File: config.mk
export PLATFORM = sky130hd
export DESIGN_NAME = counter_2
export DESIGN_NICKNAME = d
export VERILOG_FILES = /design/src/rtl/counter_2.sv
export SDC_FILE = /design/constraint.sdc
export NUM_CORES = 1
export LEC_CHECK = 0
export CAP_MARGIN = 15
export CELL_PAD_IN_SITES_DETAIL_PLACEMENT = 0
export CELL_PAD_IN_SITES_GLOBAL_PLACEMENT = 1
export CORE_AREA = 3 3 40 42
export DETAILED_ROUTE_END_ITERATION = 16
export DIE_AREA = 0 0 43 45
export HOLD_SLACK_MARGIN = 0.03
export PLACE_DENSITY = 0.7
export SLEW_MARGIN = 20
export SYNTH_ARGS = -nofsm -noshare
export SYNTH_HDL_FRONTEND = slang
export SYNTH_SLANG_ARGS = --single-unit
export TNS_END_PERCENT = 20
File: constraint.sdc
create_clock -name clk -period 1.55 [get_ports clk]
set_clock_uncertainty 0.2 [all_clocks]
set_input_delay 0.31 -clock clk [delete_from_list [all_inputs] [get_ports clk]]
set_output_delay 0.31 -clock clk [all_outputs]
set_load 0.1 [all_outputs]
File: src/rtl/counter_2.sv
// Mod-10 up counter driving one seven-segment digit.
// Segment order q[6:0] = a,b,c,d,e,f,g; SEG_ACTIVE_LOW inverts all bits.
module counter_2 #(
  parameter bit SEG_ACTIVE_LOW = 1'b0
) (
  input  logic       clk,
  input  logic       reset,
  output logic [6:0] q
);

  logic [3:0] count;
  logic [6:0] seg;

  // digit register: async clear, 0..9 then wrap; illegal codes fall back to 0
  always_ff @(posedge clk or negedge reset) begin
    if (!reset) begin
      count <= 4'd0;
    end else if (count >= 4'd9) begin
      count <= 4'd0;
    end else begin
      count <= count + 4'd1;
    end
  end

  // active-high segment decode; codes 10..15 blank the display
  always_comb begin
    seg = 7'b0000000;
    case (count)
      4'd0:    seg = 7'b1111110;
      4'd1:    seg = 7'b0110000;
      4'd2:    seg = 7'b1101101;
      4'd3:    seg = 7'b1111001;
      4'd4:    seg = 7'b0110011;
      4'd5:    seg = 7'b1011011;
      4'd6:    seg = 7'b1011111;
      4'd7:    seg = 7'b1110000;
      4'd8:    seg = 7'b1111111;
      4'd9:    seg = 7'b1111011;
      default: seg = 7'b0000000;
    endcase
  end

  assign q = SEG_ACTIVE_LOW ? ~seg : seg;

endmodule

# Yosys cells after proc, flatten, opt, wreduce, memory -nomap -nowiden
# Memories as Yosys holds them, arrays and structs flattened.
# Index checks and enable logic that the tools add are counted.
[word_totals] reg_bits=4 latch_bits=0 mem_bits_rw=0 romBits=112 inputBits=2 elab_cells=5 memories=1
[op_classes] n_addsub=1 mul=0 n_div=0 n_lt_le_gt_ge=1 eq_ne=0 shifts=0 mux=1 bitwise=0 reduce_logical=0
[mem_list] memory="(no name shown)" depth=16 width=7 rd=1 rd_clocked_by_memory_dff=0 write_ports=0 line="28" rtl="case (count)"
[op_table] op="4-bit by 1-bit adder with 4-bit output (second input constant)" count=1
[op_table] op="4-bit greater-or-equal comparator (second input constant)" count=1
[op_table] op="4-bit 2-to-1 mux" count=1

# Depth between registers and ports, before layout
# Gate-level depths: netlist of the first run.
[logic_depth] ltp_word=2 mapped_depth=5

# Worst setup path before layout of the first run
# Ideal clock, no wire load.
[synth_timing] path_kind="register to output" from="register count[1]" to="output port q[3]" t_arrival_ns=3.005 required_time_ns=1.040 path_slack_ns=-1.965 path_stages_with_launch=5 path_buffers=0 path_cell_list="dfrtp_1 > inv_1 > ha_1 > a21oi_1 > o21ai_0"
[synth_via] elab_chain_cells=1
[synth_rtl] element="from (decl)" line="11" rtl="logic [3:0] count;"
[synth_rtl] element="from (signal assigned)" line="21" rtl="count <= count + 4'd1;"
[synth_rtl] element="memory 16 x 7 bit"
[synth_rtl] element="to (decl)" line="8" rtl="output logic [6:0] q"
# Every way passes these cells.

# Worst setup path in the final report of the first run
[layout_timing] from="register count[0]" to="output port q[3]"
# The elaborated chain is that of the path after synthesis.

==> impl_metrics.csv, run 1 <==
group,metric,value,unit
synthesis,async_reset_ff_share,100,%
cells_and_area,fillers,94,
synthesis,yosys-top-cells-count,"8 x ha_1, 7 x a21oi_1, 5 x inv_1, 5 x o21ai_0, 4 x dfrtp_1",
synthesis,synth_cell_types,18,
cells_and_area,seq_area,100,um^2
global_routing,grt_first_pass_wirelength,1.79,mm
clocking,cts_max_path_buffers,2,
route,wl_met2,610,um
sta,rsz0062_at_grt,"yes",
floorplan,ioPinCount,9,
cells_and_area,area_delta_synth_final,125,%
global_routing,antenna_found_initial,0,
power,cellPowerDensity,279,nW/um^2
clocking,cts_tree,"yes",
clocking,htree_levels,1,
synthesis,synth-edff-count,0,
sta,fmax,510,MHz
critical_path,crit_fanout,5,
clocking,worstSkewPairLatency,0.23,ns
cells_and_area,largest_reg_flops,4,
critical_path,critical-path-top-delay-family,"flip-flops",
cells_and_area,multi_input_area,372,um^2
route,antenna_left,0,
place,dpl-instance-area,753,um^2
route,drt_iter0_markers,1,
synthesis,yosys_warnings,0,
sta,maxSlewViolCount,0,
cells_and_area,reg.largest.list,"count x4",
synthesis,syn_area_per_cell,8.64,um^2
synthesis,yosysTopAreaCell,"dfrtp_1",
synthesis,syn_area,372,um^2
flow_run,drv_cap,0,
global_routing,grt_max_degree,8,
floorplan,core,1280,um^2
critical_path,cp.arrival,1.45,ns
sta,setup_viol,8,
cells_and_area,final_cell_area,836,um^2
place,place_ws,-0.232,ns
global_routing,grt-ovfl-total,0,
sta,worst_slack,-0.411,ns
cells_and_area,nets,83,
floorplan,die_area,1940,um^2
place,dp_cells,81,
route,vias,420,
critical_path,critPathMaxStageDelay,0.41,ns
cells_and_area,top_register,"count",
power,max-vdd-ir-drop,0.000302,V
sta,hold_viol_final,0,
cells_and_area,final_cell_count_no_fill,86,
run_status,failed_checks,"setup timing",
route,first_pass_iters,4,
floorplan,die_height,45,um
critical_path,cp_slowest_cell,"dfrtp_1",
cells_and_area,num_antenna_cells,0,
power,power,0.000234,W
route,routed.top_layer,"met4",
global_routing,gr-usage-all-layers,12.3,%
critical_path,crit_path_end_kind,"output port",
route,met1_length,346,um
floorplan,fp.dieW,43,um
critical_path,cp_cell_sequence,"inv_2, ha_4, a21oi_2, o21ai_4, buf_12",
clocking,clock-sinks,4,
critical_path,crit_path_start_kind,"flip-flop",
synthesis,syn-num-nets,53,
clocking,clk_pin_slew,0.04,ns
global_routing,grt_pass1_vias,443,
place,hpwl,853,um
clocking,cts_root_buf,"clkbuf_4",
cells_and_area,layout-drive-gt1-share,73.2,%
route,wl_per_cell,12.3,um
place,gp_congestion,0.805,
worst_hold_path,hp-class,"in -> async",
floorplan,start_util,28.9,%
clocking,cts_hold_buffers,0,
sta,tightest_slew,0.306,ns
route,met3_wirelength,46,um
synthesis,syn-instance-count,43,
critical_path,crit_required,1.04,ns
critical_path,worst-path-buf-inv,2,
synthesis,ys_seq_area_share,26.9,%
sta,slew_headroom,79.3,%
clocking,numCtsBuffers,3,
synthesis,synth_top_area_share,26.9,%
run_status,status,"finished with violations",
route,vias_per_cell,4.88,
sta,finalCritPeriodShare,126,%
sta,fin_crit,1.96,ns
synthesis,synth_area_leaders,"dfrtp_1 27%, ha_1 27%, a21oi_1 9.4%",
power,power.leakage,0.362,nW
synthesis,synth-seq-cells,4,
critical_path,path_class,"reg -> out",
route,drt-total-wl,1.06,mm
synthesis,synth-main-ff-cell,"dfrtp_1",
place,io_buffers,8,
floorplan,rows,13,
synthesis,yosysMostFrequentCell,"ha_1",
route,route.detailed.drc,0,
-- kinds of logic (layout without fill, tap and decap cells) --
kind of cell    count (synthesis)  after routing  share of synthesized area [%]
compound gates                 16             16                           24.6
fa+ha+maj                       8              8                           26.9
simple gates                    7              7                           9.77
buf+inv                         7             35                           9.43
flops                           4              4                           26.9
xor+xnor                        1              1                           2.36
-- layout by cell type (no fill, tap or decap), types with 2 or more instances in the layout --
cell type,count
buf_4,17
buf_12,7
a21oi_2,6
o21ai_4,4
ha_1,4
dfrtp_1,4
ha_2,3
clkbuf_4,3
inv_2,2
inv_1,2
nand2_1,2
buf_6,2
-- worst paths after layout --
kind | from | to | slack (ns) | cells past startpoint
max in group asynchronous | reset | count[3]$_DFF_PN0_ | 0.91 | 1
min in group clk | count[3]$_DFF_PN0_ | count[0]$_DFF_PN0_ | 0.38 | 2
max reg2reg | count[1]$_DFF_PN0_ | count[0]$_DFF_PN0_ | -0.03 | 5
min reg2reg | count[3]$_DFF_PN0_ | count[0]$_DFF_PN0_ | 0.38 | 2
min | reset | count[0]$_DFF_PN0_ | 0.08 | 1
max | count[0]$_DFF_PN0_ | q[3] | -0.41 | 5
-- per-layer routing --
metal	track usage (%)	up-vias
met2	24.0	16
met3	1.20	7
li1	-	206
met1	12.0	191
met5	0	-
met4	9.04	0
-- cell type report --
cell class	instances	share of cell area [%]
tap	15	2.25
clock buffer	3	2.69
sequential	4	12.0
multi-input combinational	32	44.5
timing repair buffer	27	35.9
inverter	5	2.69
-- through the flow --
step	TNS (ns)	utilization [%]	hold slack, ns
finish	-2.57	65.0	0.0772
global route	-3.15	65.0	0.0901
CTS	-2.71	62.9	0.0743
detailed placement	-1.26	58.6	0.323
global placement	-1.01	58.6	0.319
floorplan	-2.35	-	-0.186
-- where the power goes --
part	internal, W	switching (W)
Clock	0.0000863	0.0000382
Combinational	0.00000224	0.00000175
Sequential	0.000105	0
Total	0.000194	0.0000399
-- timing repair --
item,CTS,global route
endpoints found under the setup margin,10,11
pin swaps,4,2
resized for setup,7,5
buffers inserted,1,1
No activity file was read; power rests on OpenSTA's default activity.
==> run 2: changes to the inputs <==
--- a/config.mk
+++ b/config.mk
@@ -11,8 +11,9 @@
 export CORE_AREA = 3 3 40 42
 export DETAILED_ROUTE_END_ITERATION = 16
 export DIE_AREA = 0 0 43 45
+export GPL_ROUTABILITY_DRIVEN = 0
 export HOLD_SLACK_MARGIN = 0.03
-export PLACE_DENSITY = 0.7
+export PLACE_DENSITY = 0.78
 export SLEW_MARGIN = 20
 export SYNTH_ARGS = -nofsm -noshare
 export SYNTH_HDL_FRONTEND = slang
==> impl_metrics.csv, run 2 (synthesized netlist as in run 1, its figures left out) <==
group,metric,value,unit
cells_and_area,largest_reg_flops,4,
worst_hold_path,hp-class,"in -> async",
cells_and_area,reg.largest.list,"count x4",
sta,tightest_slew,0.267,ns
route,vias_per_cell,4.92,
route,drt_iter0_markers,5,
cells_and_area,top_register,"count",
clocking,cts_hold_buffers,0,
global_routing,grt_first_pass_wirelength,2.16,mm
cells_and_area,final_common_cell,"buf_4",
floorplan,start_util,28.9,%
critical_path,crit_required,1.04,ns
cells_and_area,area_delta_synth_final,139,%
clocking,clock-sinks,4,
sta,fmax,503,MHz
run_status,status,"finished with violations",
route,met3_wirelength,37,um
global_routing,antenna_found_initial,0,
route,route.detailed.drc,0,
critical_path,rrSetupSlack,-0.19,ns
sta,hold_viol_final,0,
run_status,failed_checks,"setup timing",
sta,worst_slack,-0.439,ns
critical_path,cp.arrival,1.48,ns
clocking,cts_root_buf,"clkbuf_4",
place,hpwl,893,um
floorplan,fp.dieW,43,um
place,dp_cells,78,
critical_path,crit_path_end_kind,"output port",
clocking,cts_max_path_buffers,2,
power,power,0.000238,W
sta,slew_headroom,81.9,%
sta,setup_viol,11,
cells_and_area,mostFrequentLayoutCells,"17 x buf_4, 8 x buf_12, 4 x o21ai_4",
critical_path,path_class,"reg -> out",
power,cellPowerDensity,268,nW/um^2
sta,tns,-3.25,ns
floorplan,rows,13,
route,first_pass_iters,4,
clocking,worstSkewPairLatency,0.24,ns
critical_path,crit_fanout,5,
critical_path,crit_path_start_kind,"flip-flop",
clocking,htree_levels,1,
cells_and_area,nets,83,
cells_and_area,utilization,69.1,%
place,io_buffers,8,
route,routed.top_layer,"met4",
power,power.leakage,0.370,nW
clocking,clk_pin_slew,0.04,ns
sta,finalCritPeriodShare,128,%
floorplan,die_area,1940,um^2
clocking,numCtsBuffers,3,
sta,fin_crit,1.99,ns
global_routing,grt-ovfl-total,0,
route,vias,423,
power,max-vdd-ir-drop,0.000356,V
route,drt-total-wl,1.27,mm
cells_and_area,multi_input_area,412,um^2
flow_run,drv_cap,0,
global_routing,grt_max_degree,6,
global_routing,grt_pass1_vias,498,
cells_and_area,final_cell_count_no_fill,86,
global_routing,gr-usage-all-layers,15.7,%
route,wl_per_cell,14.7,um
sta,maxSlewViolCount,0,
route,antenna_left,0,
floorplan,die_height,45,um
route,met1_length,492,um
clocking,cts_tree,"yes",
cells_and_area,num_antenna_cells,0,
cells_and_area,seq_area,101,um^2
floorplan,core,1280,um^2
cells_and_area,fillers,82,
route,wl_met2,713,um
floorplan,ioPinCount,9,
cells_and_area,layout-drive-gt1-share,76.1,%
sta,rsz0062_at_grt,"yes",
critical_path,r2r_cells,6,
[run 2: cell counts in the layout (fill, tap and decap cells not counted)]
Identical to the previous run, type by type.
[run 2: final cells by class]
class                           instances  area share (%)
Multi-Input combinational cell         32            46.3
Timing Repair Buffer                   27            34.8
Sequential cell                         4            11.4
Inverter                                5            2.82
Clock buffer                            3            2.54
Tap cell                               15            2.11
[run 2: report_power, final]
part           leakage [nW]    total, W  switching [W]  internal, W
sequential           0.0462    0.000105              0     0.000105
clock                0.0138    0.000129      0.0000423    0.0000866
combinational         0.310  0.00000425     0.00000201   0.00000224
total                 0.370    0.000238      0.0000443     0.000194
[run 2: critical path, cell delays in order (launching register included)]
cell and delay (ns):
dfrtp_1 0.41, inv_2 0.11, ha_4 0.32, a21oi_4 0.06, o21ai_4 0.14, buf_12 0.19
[run 2: path summary, 6_finish.rpt]
check,from,to
max in group asynchronous,reset,count[0]$_DFF_PN0_
hold / removal,reset,count[3]$_DFF_PN0_
setup / recovery,count[1]$_DFF_PN0_,q[3]
min in group clk,count[3]$_DFF_PN0_,count[0]$_DFF_PN0_
setup reg to reg,count[1]$_DFF_PN0_,count[0]$_DFF_PN0_
hold reg to reg,count[3]$_DFF_PN0_,count[0]$_DFF_PN0_
[run 2: routing by layer]
metal  vias up  GRT usage [%]
met5         -              0
li1        204              -
met4         0           9.04
met3         4           2.39
met1       201           15.1
met2        14           31.4
[run 2: stage by stage]
step                      setup WS, ns  hold slack (ns)  area, um^2
final                           -0.439           0.0818         888
after global routing            -0.483           0.0855         888
after CTS                       -0.413           0.0813         862
after detailed placement        -0.196            0.330         743
after global placement          -0.196            0.328         743
after floorplan                 -0.392           -0.186         473
[run 2: repair_timing]
action	4_1_cts	5_1_grt
buffers inserted	3	2
setup endpoints to repair	11	11
pin swaps	8	3
resized for setup	16	3
endpoints found under the hold margin	0	0
==> run 3: changes to the inputs <==
--- a/config.mk
+++ b/config.mk
@@ -9,10 +9,10 @@
 export CELL_PAD_IN_SITES_DETAIL_PLACEMENT = 0
 export CELL_PAD_IN_SITES_GLOBAL_PLACEMENT = 1
 export CORE_AREA = 3 3 40 42
+export CTS_BUF_LIST = sky130_fd_sc_hd__clkbuf_4 sky130_fd_sc_hd__clkbuf_8
 export DETAILED_ROUTE_END_ITERATION = 16
 export DIE_AREA = 0 0 43 45
 export GPL_ROUTABILITY_DRIVEN = 0
-export HOLD_SLACK_MARGIN = 0.03
 export PLACE_DENSITY = 0.78
 export SLEW_MARGIN = 20
 export SYNTH_ARGS = -nofsm -noshare
==> results of run 3 <==
Final layout, timing and power as in run 2 (identical DEF).
